## src/rtl/mem_wb_stage.sv

```systemverilog
// mem_wb_stage
// MEM/WB pipeline register sitting between data memory and the register-file
// write port. It aligns and extends load data and selects the write-back value.
// It also supports stall (hold), flush (bubble) and a synchronous reset, and
// counts retired instructions. All outputs are registered; WB_Data is only a mux
// of registered values.
//
// Ports
//   Clk, Rst                 clock, synchronous active-high reset
//   Stall, Flush             hold all registers / insert a bubble
//   In_Valid                 MEM-stage instruction is real
//   DM_RD                    raw data-memory read word
//   ALUResult_In             ALU result / address from MEM
//   AddrLow_In               byte offset of the load address
//   LoadSize_In              00 byte, 01 half, 10 word, 11 full width
//   LoadUnsigned_In          1 = zero-extend, 0 = sign-extend
//   WR_In                    destination register
//   RegWrite_In, MemtoReg_In, MemRead_In, Ctrl_In   control from MEM
//   Valid_Out, DM_ReadData, ALUResult, WB_Data, WriteReg,
//   C_RegWrite, C_MemtoReg, WB_MemRead, Ctrl_Out     WB-stage outputs
//   Retire_Count             number of valid instructions captured
module mem_wb_stage #(
  parameter int DATA_W     = 32,
  parameter int REG_ADDR_W = 5,
  parameter int CTRL_W     = 1,
  parameter int CNT_W      = 32,
  localparam int LSB_W     = $clog2(DATA_W / 8)
) (
  input  logic                  Clk,
  input  logic                  Rst,
  input  logic                  Stall,
  input  logic                  Flush,
  input  logic                  In_Valid,
  input  logic [DATA_W-1:0]     DM_RD,
  input  logic [DATA_W-1:0]     ALUResult_In,
  input  logic [LSB_W-1:0]      AddrLow_In,
  input  logic [1:0]            LoadSize_In,
  input  logic                  LoadUnsigned_In,
  input  logic [REG_ADDR_W-1:0] WR_In,
  input  logic                  RegWrite_In,
  input  logic                  MemtoReg_In,
  input  logic                  MemRead_In,
  input  logic [CTRL_W-1:0]     Ctrl_In,
  output logic                  Valid_Out,
  output logic [DATA_W-1:0]     DM_ReadData,
  output logic [DATA_W-1:0]     ALUResult,
  output logic [DATA_W-1:0]     WB_Data,
  output logic [REG_ADDR_W-1:0] WriteReg,
  output logic                  C_RegWrite,
  output logic                  C_MemtoReg,
  output logic                  WB_MemRead,
  output logic [CTRL_W-1:0]     Ctrl_Out,
  output logic [CNT_W-1:0]      Retire_Count
);

  // A "word" is 32 bits, but on a 16-bit datapath it degenerates to full width.
  localparam int WORD_BITS = (DATA_W < 32) ? DATA_W : 32;

  localparam logic [DATA_W-1:0] BYTE_MASK = DATA_W'(8'hFF);
  localparam logic [DATA_W-1:0] HALF_MASK = DATA_W'(16'hFFFF);
  localparam logic [DATA_W-1:0] WORD_MASK = {DATA_W{1'b1}} >> (DATA_W - WORD_BITS);

  logic [LSB_W-1:0]  lane;
  logic [DATA_W-1:0] shifted;
  logic [DATA_W-1:0] load_ext;

  // Lane extraction: align the lane down to the access size (misaligned low
  // bits are silently dropped), shift it to bit 0, then zero- or sign-extend
  // by masking the field and OR-ing ones above it when the sign bit is set.
  always_comb begin
    lane     = AddrLow_In;
    shifted  = DM_RD;
    load_ext = DM_RD;
    case (LoadSize_In)
      2'b00: begin
        lane     = AddrLow_In;
        shifted  = DM_RD >> {lane, 3'b000};
        load_ext = (LoadUnsigned_In || !shifted[7]) ? (shifted & BYTE_MASK)
                                                    : (shifted | ~BYTE_MASK);
      end
      2'b01: begin
        lane     = AddrLow_In & ~LSB_W'(1);
        shifted  = DM_RD >> {lane, 3'b000};
        load_ext = (LoadUnsigned_In || !shifted[15]) ? (shifted & HALF_MASK)
                                                     : (shifted | ~HALF_MASK);
      end
      2'b10: begin
        lane     = AddrLow_In & ~LSB_W'(3);
        shifted  = DM_RD >> {lane, 3'b000};
        load_ext = (LoadUnsigned_In || !shifted[WORD_BITS-1]) ? (shifted & WORD_MASK)
                                                              : (shifted | ~WORD_MASK);
      end
      default: begin
        load_ext = DM_RD;
      end
    endcase
  end

  // Pipeline register with priority Rst > Flush > Stall > capture. A flush
  // clears only the control/valid fields; data registers keep their values
  // since nothing consumes them in a bubble.
  always_ff @(posedge Clk) begin
    if (Rst) begin
      Valid_Out    <= 1'b0;
      DM_ReadData  <= '0;
      ALUResult    <= '0;
      WriteReg     <= '0;
      C_RegWrite   <= 1'b0;
      C_MemtoReg   <= 1'b0;
      WB_MemRead   <= 1'b0;
      Ctrl_Out     <= '0;
      Retire_Count <= '0;
    end else if (Flush) begin
      Valid_Out  <= 1'b0;
      WriteReg   <= '0;
      C_RegWrite <= 1'b0;
      C_MemtoReg <= 1'b0;
      WB_MemRead <= 1'b0;
      Ctrl_Out   <= '0;
    end else if (!Stall) begin
      Valid_Out   <= In_Valid;
      DM_ReadData <= load_ext;
      ALUResult   <= ALUResult_In;
      WriteReg    <= WR_In;
      // Register 0 is hard-wired, so a write to it is never enabled.
      C_RegWrite  <= RegWrite_In & In_Valid & (WR_In != '0);
      C_MemtoReg  <= MemtoReg_In & In_Valid;
      WB_MemRead  <= MemRead_In & In_Valid;
      Ctrl_Out    <= Ctrl_In;
      if (In_Valid) begin
        Retire_Count <= Retire_Count + CNT_W'(1);
      end
    end
  end

  assign WB_Data = C_MemtoReg ? DM_ReadData : ALUResult;

endmodule

```

## config.mk

```make
export PLATFORM = sky130hd
export DESIGN_NAME = mem_wb_stage
export DESIGN_NICKNAME = d
export VERILOG_FILES = /design/src/rtl/mem_wb_stage.sv
export SDC_FILE = /design/constraint.sdc
export NUM_CORES = 1
export LEC_CHECK = 0
export CELL_PAD_IN_SITES_DETAIL_PLACEMENT = 1
export CELL_PAD_IN_SITES_GLOBAL_PLACEMENT = 1
export CORE_MARGIN = 1.5
export CORE_UTILIZATION = 32
export DETAILED_ROUTE_END_ITERATION = 10
export PLACE_DENSITY_LB_ADDON = 0.25
export RECOVER_POWER = 100
export SLEW_MARGIN = 20
export SYNTH_ARGS = -nofsm -noshare
export SYNTH_HDL_FRONTEND = slang
export SYNTH_SLANG_ARGS = --single-unit
```

## constraint.sdc

```tcl
create_clock -name Clk -period 6.1 [get_ports Clk]
set_clock_uncertainty 0.2 [all_clocks]
set_input_delay 1.525 -clock Clk [delete_from_list [all_inputs] [get_ports Clk]]
set_output_delay 1.525 -clock Clk [all_outputs]
set_load 0.05 [all_outputs]
```

==> flow_summary.json, run 1 <==
{
  "clk_latency_ns": 0.35,
  "ant_nets": 0,
  "synth_top_area_share": 0.4282,
  "final_nets": 856,
  "setup_viol": 0,
  "drt_first_iter_violations": 295,
  "tightest_slew_ns": 2.112,
  "cts_resized": 0,
  "yosysWarnings": 0,
  "clock_path_buffers": 2,
  "vdd_drop_max_mv": 0.1195,
  "synth.cell_area_um2": 4956,
  "postCtsSetupRepairBufs": 0,
  "grtUsageTotal": 0.2187,
  "synth_top_family_by_area": "simple AND/OR/NAND/NOR gates",
  "start_util": 0.3272,
  "max_cap_viol_count": 4,
  "total_power_uw": 1699,
  "setup-tns-final_ns": 0,
  "slowest_delay_ns": 1.33,
  "violations": "max-capacitance violations, max-slew violations",
  "clockRootBuffer": "clkbuf_16",
  "synthAdderAreaFrac": 0.002525,
  "yosysSeqAreaShare": 0.4282,
  "area_growth_pct": 52.79,
  "routabilityCongestion": 0.8151,
  "synthSimpleGateAreaFrac": 0.2148,
  "power_leakage_uw": 0.003038,
  "rsz0062_at_grt": "no",
  "crit_arrival_ns": 4.73,
  "synth_flop_cell": "dfxtp_1",
  "clock.fmax_mhz": 208.0,
  "postCtsHoldBufs": 0,
  "htreeDepth": 3,
  "end_kind": "register",
  "worstSetupPathType": "input pin to register",
  "rows": 45,
  "critPathSlowestCell": "o21ai_0",
  "place_inst": 948,
  "synth_most_common_cell": "dfxtp_1",
  "die_h_um": 127.5,
  "coreArea_um2": 15150,
  "synth-compound-area-share": 0.1649,
  "yosys_register_bits": 106,
  "synth_edf_count": 0,
  "ys_top_cells_by_area": "dfxtp_1, mux2_2, a21oi_1, nand2_1, nor2_1",
  "period_share": 0.7883,
  "drv_slew": 182,
  "hp-class": "register to register",
  "power.density_nw_per_um2": 224.3,
  "dieArea_um2": 16240,
  "period_minus_slack_ns": 4.809,
  "antenna_found_initial": 2,
  "crit_required_ns": 6.02,
  "finalHoldViolCount": 0,
  "numPortBuffers": 220,
  "clock-sinks": 106,
  "cts_buffers": 9,
  "grt_max_degree": 101,
  "synth_mux_area_frac": 0.1270,
  "synthXorXnorAreaFrac": 0.02297,
  "synth_top_area_cell": "dfxtp_1",
  "synth_common_cells": "dfxtp_1, nand2_1, a21oi_1, nor2_1, mux2_2",
  "hpwl_um": 13070,
  "vias": 5087,
  "dr.pass1.iters": 4,
  "syn-num-nets": 664,
  "clk_pin_slew_worst_paths_ns": 0.07,
  "synthCells": 580,
  "cts_tree": "done",
  "synth_cell_types": 43,
  "cp_cell_sequence": "dlygate4sd3_1, mux2i_1, o22ai_1, o21ai_0, a311oi_1",
  "viasPerCell": 5.266,
  "pre_cts_ws_ns": 1.408,
  "drive_gt1_frac": 0.09009,
  "setup_ws_ns": 1.291,
  "final_cell_count_no_fill": 966,
  "drc_errors": 0,
  "status": "finished, violations left",
  "num_io_pins": 221,
  "slew_headroom": -0.4079,
  "postSynthAreaPerCell_um2": 8.545,
  "grt_pass1_wl_um": 28070,
  "path_max_fanout": 18,
  "grt_pass1_vias": 5277,
  "avgRoutedWirePerCell_um": 18.39,
  "async_reset_ff_frac": 0,
  "die_w_um": 127.5,
  "cp-start-kind": "input pin",
  "gr-total-overflow": 0,
  "drt-total-wl_um": 17770
}
-- power breakdown --
| group | leakage, uW | switching [uW] | internal [uW] | total [uW] |
|---|---|---|---|---|
| combinational | 0.00203 | 227 | 137 | 364 |
| clock | 0.000143 | 262 | 330 | 592 |
| sequential | 0.000865 | 24.0 | 718 | 742 |
| total | 0.00304 | 512 | 1190 | 1700 |
-- worst max-delay path: cells and delay by family --
kind / cells / cell delay, ns
muxes: 1 / 0.34
AOI/OAI and AO/OA: 3 / 1.77
buffers and inverters: 1 / 1.08
-- final timing paths --
check,from,to,slack [ns],cells past startpoint
worst max-delay path,AddrLow_In[1],DM_ReadData[31]$_SDFFE_PP0N_,1.29,5
worst min-delay path,ALUResult[30]$_SDFFE_PP0N_,ALUResult[30]$_SDFFE_PP0N_,0.27,2
worst max register to register,Retire_Count[10]$_SDFFE_PP0P_,Retire_Count[27]$_SDFFE_PP0P_,3.45,4
worst min register to register,ALUResult[30]$_SDFFE_PP0N_,ALUResult[30]$_SDFFE_PP0N_,0.27,2
-- kinds of logic after synthesis --
kind of cell             count (synthesis)
AO/OA/AOI/OAI                          133
XOR/XNOR                                13
adder cells (fa/ha/maj)                  1
buffers and inverters                   50
flip-flops                             106
multiplexers                            57
AND/OR/NAND/NOR                        220
-- through the flow --
step / cell area (um2) / hold WS [ns] / utilization
after floorplan: 4956 / 0.4828 / -
after global placement: 7259 / 0.2556 / 0.4793
after detailed placement: 7259 / 0.2693 / 0.4793
after CTS: 7557 / 0.2790 / 0.4990
after global routing: 7572 / 0.2987 / 0.5000
final: 7572 / 0.2708 / 0.5000
-- cell type report --
type	count	area, um2
Fill cell	1769	7574
Multi-Input combinational cell	424	2645
Timing Repair Buffer	226	2251
Sequential cell	106	2122
Clock buffer	12	246.5
Tap cell	188	235.2
Clock inverter	4	51.30
Inverter	5	18.77
Antenna cell	1	2.502
-- routing by layer --
layer / global-route usage / part of all wire
met5: 0 / 0.00073
met4: 0.09358 / 0.029
met3: 0.04188 / 0.050
met2: 0.3720 / 0.49
met1: 0.2702 / 0.44
-- cell usage in the layout, fill, tap and decap left out, types with 6 or more instances in the layout --
| cell | Yosys | final |
|---|---|---|
| nand3_1 | 9 | 9 |
| nor2_1 | 52 | 51 |
| o31ai_1 | 12 | 12 |
| a211oi_1 | 22 | 22 |
| or3_1 | 6 | 6 |
| clkdlybuf4s50_1 | 0 | 79 |
| clkbuf_16 | 0 | 9 |
| nor2b_1 | 6 | 6 |
| dlygate4sd3_1 | 0 | 140 |
| mux2i_1 | 10 | 10 |
| o21ai_0 | 11 | 12 |
| xor2_1 | 9 | 9 |
| a21oi_1 | 69 | 69 |
| dfxtp_1 | 106 | 106 |
| mux2_2 | 47 | 47 |
| nand3b_1 | 7 | 7 |
| nor3_1 | 6 | 6 |
| nand4_1 | 10 | 10 |
| or4_1 | 14 | 14 |
| nand2_1 | 87 | 87 |
-- sequential cells by signal (all words and copies together) (netlist names) --
signal,cells
ALUResult,32
DM_ReadData,32
Retire_Count,32
WriteReg,5
C_MemtoReg,1
C_RegWrite,1
Ctrl_Out,1
Valid_Out,1
WB_MemRead,1
No activity file was read; power rests on OpenSTA's default activity.
==> run 2, diff against run 1 <==
- CORE_UTILIZATION: 32 -> 30
- clock period: 6.1 -> 4.6 ns (I/O delays scaled with it)
==> run 2 against run 1 <==
Compared with the run above: the run now ends clean; worst setup slack worse by 0.54 ns; count of clock-buffer cells in the layout did not move; clock power increased by 37%; worst hold slack worse by 0.0017 ns; non-clock buffer count grew 4.
==> flow_summary.json, run 2 (same netlist as run 1, synthesis figures left out) <==
{
  "p_switching_uw": 678.9,
  "clk_latency_ns": 0.35,
  "endpoint": "WB_Data[4]",
  "slew_headroom": 0.1685,
  "final_nets": 860,
  "clock_path_buffers": 2,
  "clock-sinks": 106,
  "tightest_slew_ns": 1.239,
  "period_share": 0.8360,
  "cts_tree": "done",
  "drv_slew": 0,
  "regToRegEndpoint": "Retire_Count[28]$_SDFFE_PP0P_",
  "cts_buffers": 9,
  "coreArea_um2": 16000,
  "rows": 46,
  "finalHoldViolCount": 0,
  "cp_num_cells": 2,
  "avgRoutedWirePerCell_um": 18.45,
  "ant_nets": 0,
  "numPortBuffers": 220,
  "die_w_um": 131.5,
  "worstSetupPathType": "register to output port",
  "cts_resized": 0,
  "drt_first_iter_violations": 193,
  "clock.fmax_mhz": 260.0,
  "crit_arrival_ns": 2.50,
  "vias": 5137,
  "drc_errors": 0,
  "die_h_um": 131.5,
  "path_max_fanout": 34,
  "setup_viol": 0,
  "status": "completed",
  "critical-path-top-delay-family": "flip-flops",
  "hpwl_um": 13670,
  "area_growth_pct": 54.46,
  "max_cap_viol_count": 0,
  "crit_required_ns": 3.25,
  "biggestRegsByFlops": "ALUResult: 32 flops, DM_ReadData: 32 flops, Retire_Count: 32 flops",
  "power_leakage_uw": 0.003069,
  "timing.critical_path.from": "C_MemtoReg$_SDFFE_PP0N_",
  "postCtsSetupRepairBufs": 0,
  "cp_num_buf_inv": 1,
  "cp_cell_sequence": "mux2_2, dlygate4sd3_1",
  "drt-total-wl_um": 18400,
  "p_int_uw": 1602,
  "rsz0062_at_grt": "no",
  "cp-start-kind": "register",
  "period_minus_slack_ns": 3.846,
  "viasPerCell": 5.152,
  "n_antenna_cell": 0,
  "clk_pin_slew_worst_paths_ns": 0.07,
  "slowest_delay_ns": 0.94,
  "hp-class": "register to register",
  "setup-tns-final_ns": 0,
  "pwr-share-seq": 0.431,
  "clkPwrFrac": 0.355,
  "clockRootBuffer": "clkbuf_16",
  "grt_max_degree": 78,
  "layout_common_cells": "dlygate4sd3_1, dfxtp_1, nand2_1, clkdlybuf4s50_1, a21oi_1",
  "reg2regPathDepth": 6,
  "antenna_found_initial": 0,
  "place_inst": 981,
  "hp-start": "C_RegWrite$_SDFFE_PP0N_",
  "r2r-start": "Retire_Count[0]$_SDFFE_PP0P_",
  "combinationalPowerShare": 0.214,
  "layout_commonest_cell": "dlygate4sd3_1",
  "routabilityCongestion": 0.8484,
  "dr.pass1.iters": 4,
  "grt_pass1_vias": 5229,
  "swShare": 0.2977,
  "power.density_nw_per_um2": 297.9,
  "num_io_pins": 221,
  "critPathSlowestCell": "dfxtp_2",
  "vdd_drop_max_mv": 0.1949,
  "start_util": 0.3097,
  "dieArea_um2": 17300,
  "postCtsHoldBufs": 0,
  "gr-total-overflow": 0,
  "htreeDepth": 3,
  "r2r_setup_slack_ns": 1.95,
  "drive_gt1_frac": 0.09859,
  "final_cell_count_no_fill": 997,
  "grtUsageTotal": 0.2101,
  "end_kind": "output port",
  "grt_pass1_wl_um": 29070
}
## run 2: changes by cell type in the layout (fill, tap and decap cells not counted), sizes merged
cell	change
buf	+3
clkbuf	+1
clkdlybuf4s50	+1
clkinv	+1
clkinvlp	-1
diode	-1
dlygate4sd3	-1
## run 2: worst register-to-register path, stage by stage (launching register included)
cell	delay [ns]
dfxtp_1	0.44
ha_1	0.17
nor4bb_2	0.26
clkbuf_1	0.47
nand4_1	0.37
or4_1	0.48
a21oi_1	0.17
## run 2: area by class of cell
type	count	area [um2]
Tap cell	216	270.3
Fill cell	1867	8346
Clock inverter	4	48.80
Inverter	5	18.77
Timing Repair Buffer	230	2276
Sequential cell	106	2123
Clock buffer	12	266.5
Multi-Input combinational cell	424	2651
## run 2: worst min path at each step
stage / slack (ns) / cells past startpoint / to
2_1_floorplan: 0.48 / 2 / DM_ReadData[0]$_SDFFE_PP0N_
3_3_place_gp: 0.26 / 2 / C_RegWrite$_SDFFE_PP0N_
3_5_place_dp: 0.26 / 2 / C_RegWrite$_SDFFE_PP0N_
4_1_cts: 0.28 / 2 / C_RegWrite$_SDFFE_PP0N_
5_1_grt: 0.29 / 2 / C_RegWrite$_SDFFE_PP0N_
6_report: 0.27 / 2 / C_RegWrite$_SDFFE_PP0N_
## run 2: stage by stage
step	total power, uW	hold slack (ns)	setup WS (ns)	util	area [um2]
2_1_floorplan	1293	0.4828	1.529	-	4956
3_3_place_gp	1505	0.2562	0.6317	0.4594	7351
3_5_place_dp	1515	0.2648	0.5442	0.4594	7351
4_1_cts	2328	0.2760	0.7698	0.4791	7666
5_1_grt	2365	0.2872	0.5454	0.4784	7655
6_report	2281	0.2691	0.7544	0.4784	7655
## run 2: power by group through the flow
stage          clock (uW)  combinational, uW  sequential (uW)
5_1_grt               862                514              989
4_1_cts               832                510              986
3_5_place_dp            0                508             1010
3_3_place_gp            0                500             1010
2_1_floorplan           0                178             1120
6_report              809                488              984
## run 2: per-layer routing
metal | vias to the layer above | wire length [um] | track usage
li1 | 2479 | - | -
met1 | 2481 | 8284 | 0.2652
met2 | 148 | 8880 | 0.3564
met3 | 29 | 753 | 0.03627
met4 | 0 | 476 | 0.08086
met5 | - | 0 | 0
==> run 3, diff against run 2 <==
- clock period: 4.6 -> 3.6 ns (I/O delays scaled with it)
==> run 3 against run 2 <==
Compared with the run above: non-clock buffer count rose by 5; die area did not move; power rose by 28%; critical endpoint is now WB_Data[21]; first-iteration DRC count fell by 5.7%.
==> flow_summary.json, run 3 (same netlist as run 1, synthesis figures left out) <==
{
  "area_growth_pct": 54.99,
  "drt-total-wl_um": 18760,
  "dr.pass1.iters": 4,
  "tightest_slew_ns": 1.097,
  "rows": 46,
  "period_minus_slack_ns": 3.368,
  "die_h_um": 131.5,
  "dieArea_um2": 17300,
  "regArea_um2": 2123,
  "hp-class": "register to register",
  "grt_pass1_vias": 5210,
  "hpwl_um": 13940,
  "grt_use_met3": 0.03395,
  "critical-path-top-delay-family": "buffers and inverters",
  "slew_headroom": 0.2636,
  "grt_max_degree": 78,
  "drv_slew": 0,
  "gr-usage-met2": 0.3646,
  "busiest_layer": "met2",
  "holdWs_ns": 0.2680,
  "vias": 5146,
  "cts_buffers": 9,
  "vdd_drop_max_mv": 0.2249,
  "path_max_fanout": 27,
  "avgRoutedWirePerCell_um": 18.74,
  "start_util": 0.3097,
  "fill_cells": 1902,
  "routabilityCongestion": 0.8264,
  "utilization": 0.4801,
  "cp_cell_sequence": "buf_12, mux2_2, dlygate4sd3_1",
  "num_io_pins": 221,
  "cp_num_buf_inv": 2,
  "max_cap_viol_count": 0,
  "clock-sinks": 106,
  "clockRootBuffer": "clkbuf_16",
  "drive_gt1_frac": 0.09936,
  "multi_input_area_um2": 2651,
  "setup-tns-final_ns": 0,
  "cp-start-kind": "register",
  "final_nets": 865,
  "postCtsHoldBufs": 0,
  "numPortBuffers": 220,
  "crit_arrival_ns": 2.27,
  "clock_path_buffers": 2,
  "gr-total-overflow": 0,
  "htreeDepth": 3,
  "n_antenna_cell": 0,
  "layout_common_cells": "dlygate4sd3_1, dfxtp_1, nand2_1, clkdlybuf4s50_1, a21oi_1",
  "end_kind": "output port",
  "antenna_found_initial": 0,
  "worstSetupPathType": "register to output port",
  "finalHoldViolCount": 0,
  "slowest_delay_ns": 0.77,
  "ant_nets": 0,
  "coreArea_um2": 16000,
  "rsz0062_at_grt": "no",
  "clk_pin_slew_worst_paths_ns": 0.07,
  "die_w_um": 131.5,
  "clk_latency_ns": 0.36,
  "met1_usage": 0.2696,
  "status": "completed",
  "grtUsageTotal": 0.2147,
  "power_leakage_uw": 0.003082,
  "cts_tree": "done",
  "drt_first_iter_violations": 182,
  "clock.fmax_mhz": 296.9,
  "grt_pass1_wl_um": 29410,
  "cts_resized": 0,
  "drc_errors": 0,
  "viasPerCell": 5.141,
  "critPathSlowestCell": "dlygate4sd3_1",
  "postCtsSetupRepairBufs": 0,
  "setup_viol": 0,
  "biggestRegsByFlops": "ALUResult: 32 flops, DM_ReadData: 32 flops, Retire_Count: 32 flops",
  "period_share": 0.9355,
  "power.density_nw_per_um2": 379.3,
  "crit_required_ns": 2.50,
  "layout_commonest_cell": "dlygate4sd3_1"
}
-- run 3: cell types whose count changed in the layout (fill, tap and decap cells not counted) --
cell             change
or2_1                -1
clkinv_4             -1
buf_12               +1
dlygate4sd3_1        +2
or2_2                +1
clkdlybuf4s50_1      -2
clkinv_2             -1
clkbuf_1             +4
clkbuf_2             +1
-- run 3: area by class of cell --
cell class                 instances  share of cell area
clock buffer                      13             0.03518
clock inverter                     2            0.004561
inverter                           5            0.002443
multi-input combinational        424              0.3452
sequential                       106              0.2764
tap                              216             0.03518
timing repair buffer             235              0.3010
-- run 3: power breakdown --
part / total (uW) / leakage [uW] / internal, uW / switching, uW
clock network: 1030 / 0.000152 / 592 / 438
logic: 627 / 0.00207 / 235 / 392
registers: 1260 / 0.000865 / 1220 / 38.7
total: 2910 / 0.00308 / 2040 / 869
-- run 3: layer usage --
layer,up-vias,wire (um)
li1,2489,-
met1,2479,8366
met2,150,9125
met3,28,718
met4,0,546
met5,-,0
-- run 3: worst min-delay path, delay by kind of cell, from the launching register on --
family           cells  cell delay (ns)
AO/OA/AOI/OAI        1             0.05
AND/OR/NAND/NOR      1             0.05
flip-flops           1             0.32
-- run 3: per-stage QoR --
stage                     worst slack, ns  area (um2)  power [uW]  std cells
after detailed placement           0.1364        7401        1940        986
after CTS                          0.2342        7706        2978       1001
after global routing               0.1503        7681        3024       1001
final                              0.2324        7681        2913       1001
after floorplan                    0.7795        4956        1652        580
after global placement             0.2362        7401        1927        986
-- run 3: path summary, 6_finish.rpt --
path	slack, ns	to	depth (start not counted)	startpoint
max	0.23	WB_Data[21]	3	C_MemtoReg$_SDFFE_PP0N_
min	0.27	ALUResult[26]$_SDFFE_PP0N_	2	ALUResult[26]$_SDFFE_PP0N_
max reg2reg	0.86	Retire_Count[29]$_SDFFE_PP0P_	4	Retire_Count[5]$_SDFFE_PP0P_
min reg2reg	0.27	ALUResult[26]$_SDFFE_PP0N_	2	ALUResult[26]$_SDFFE_PP0N_
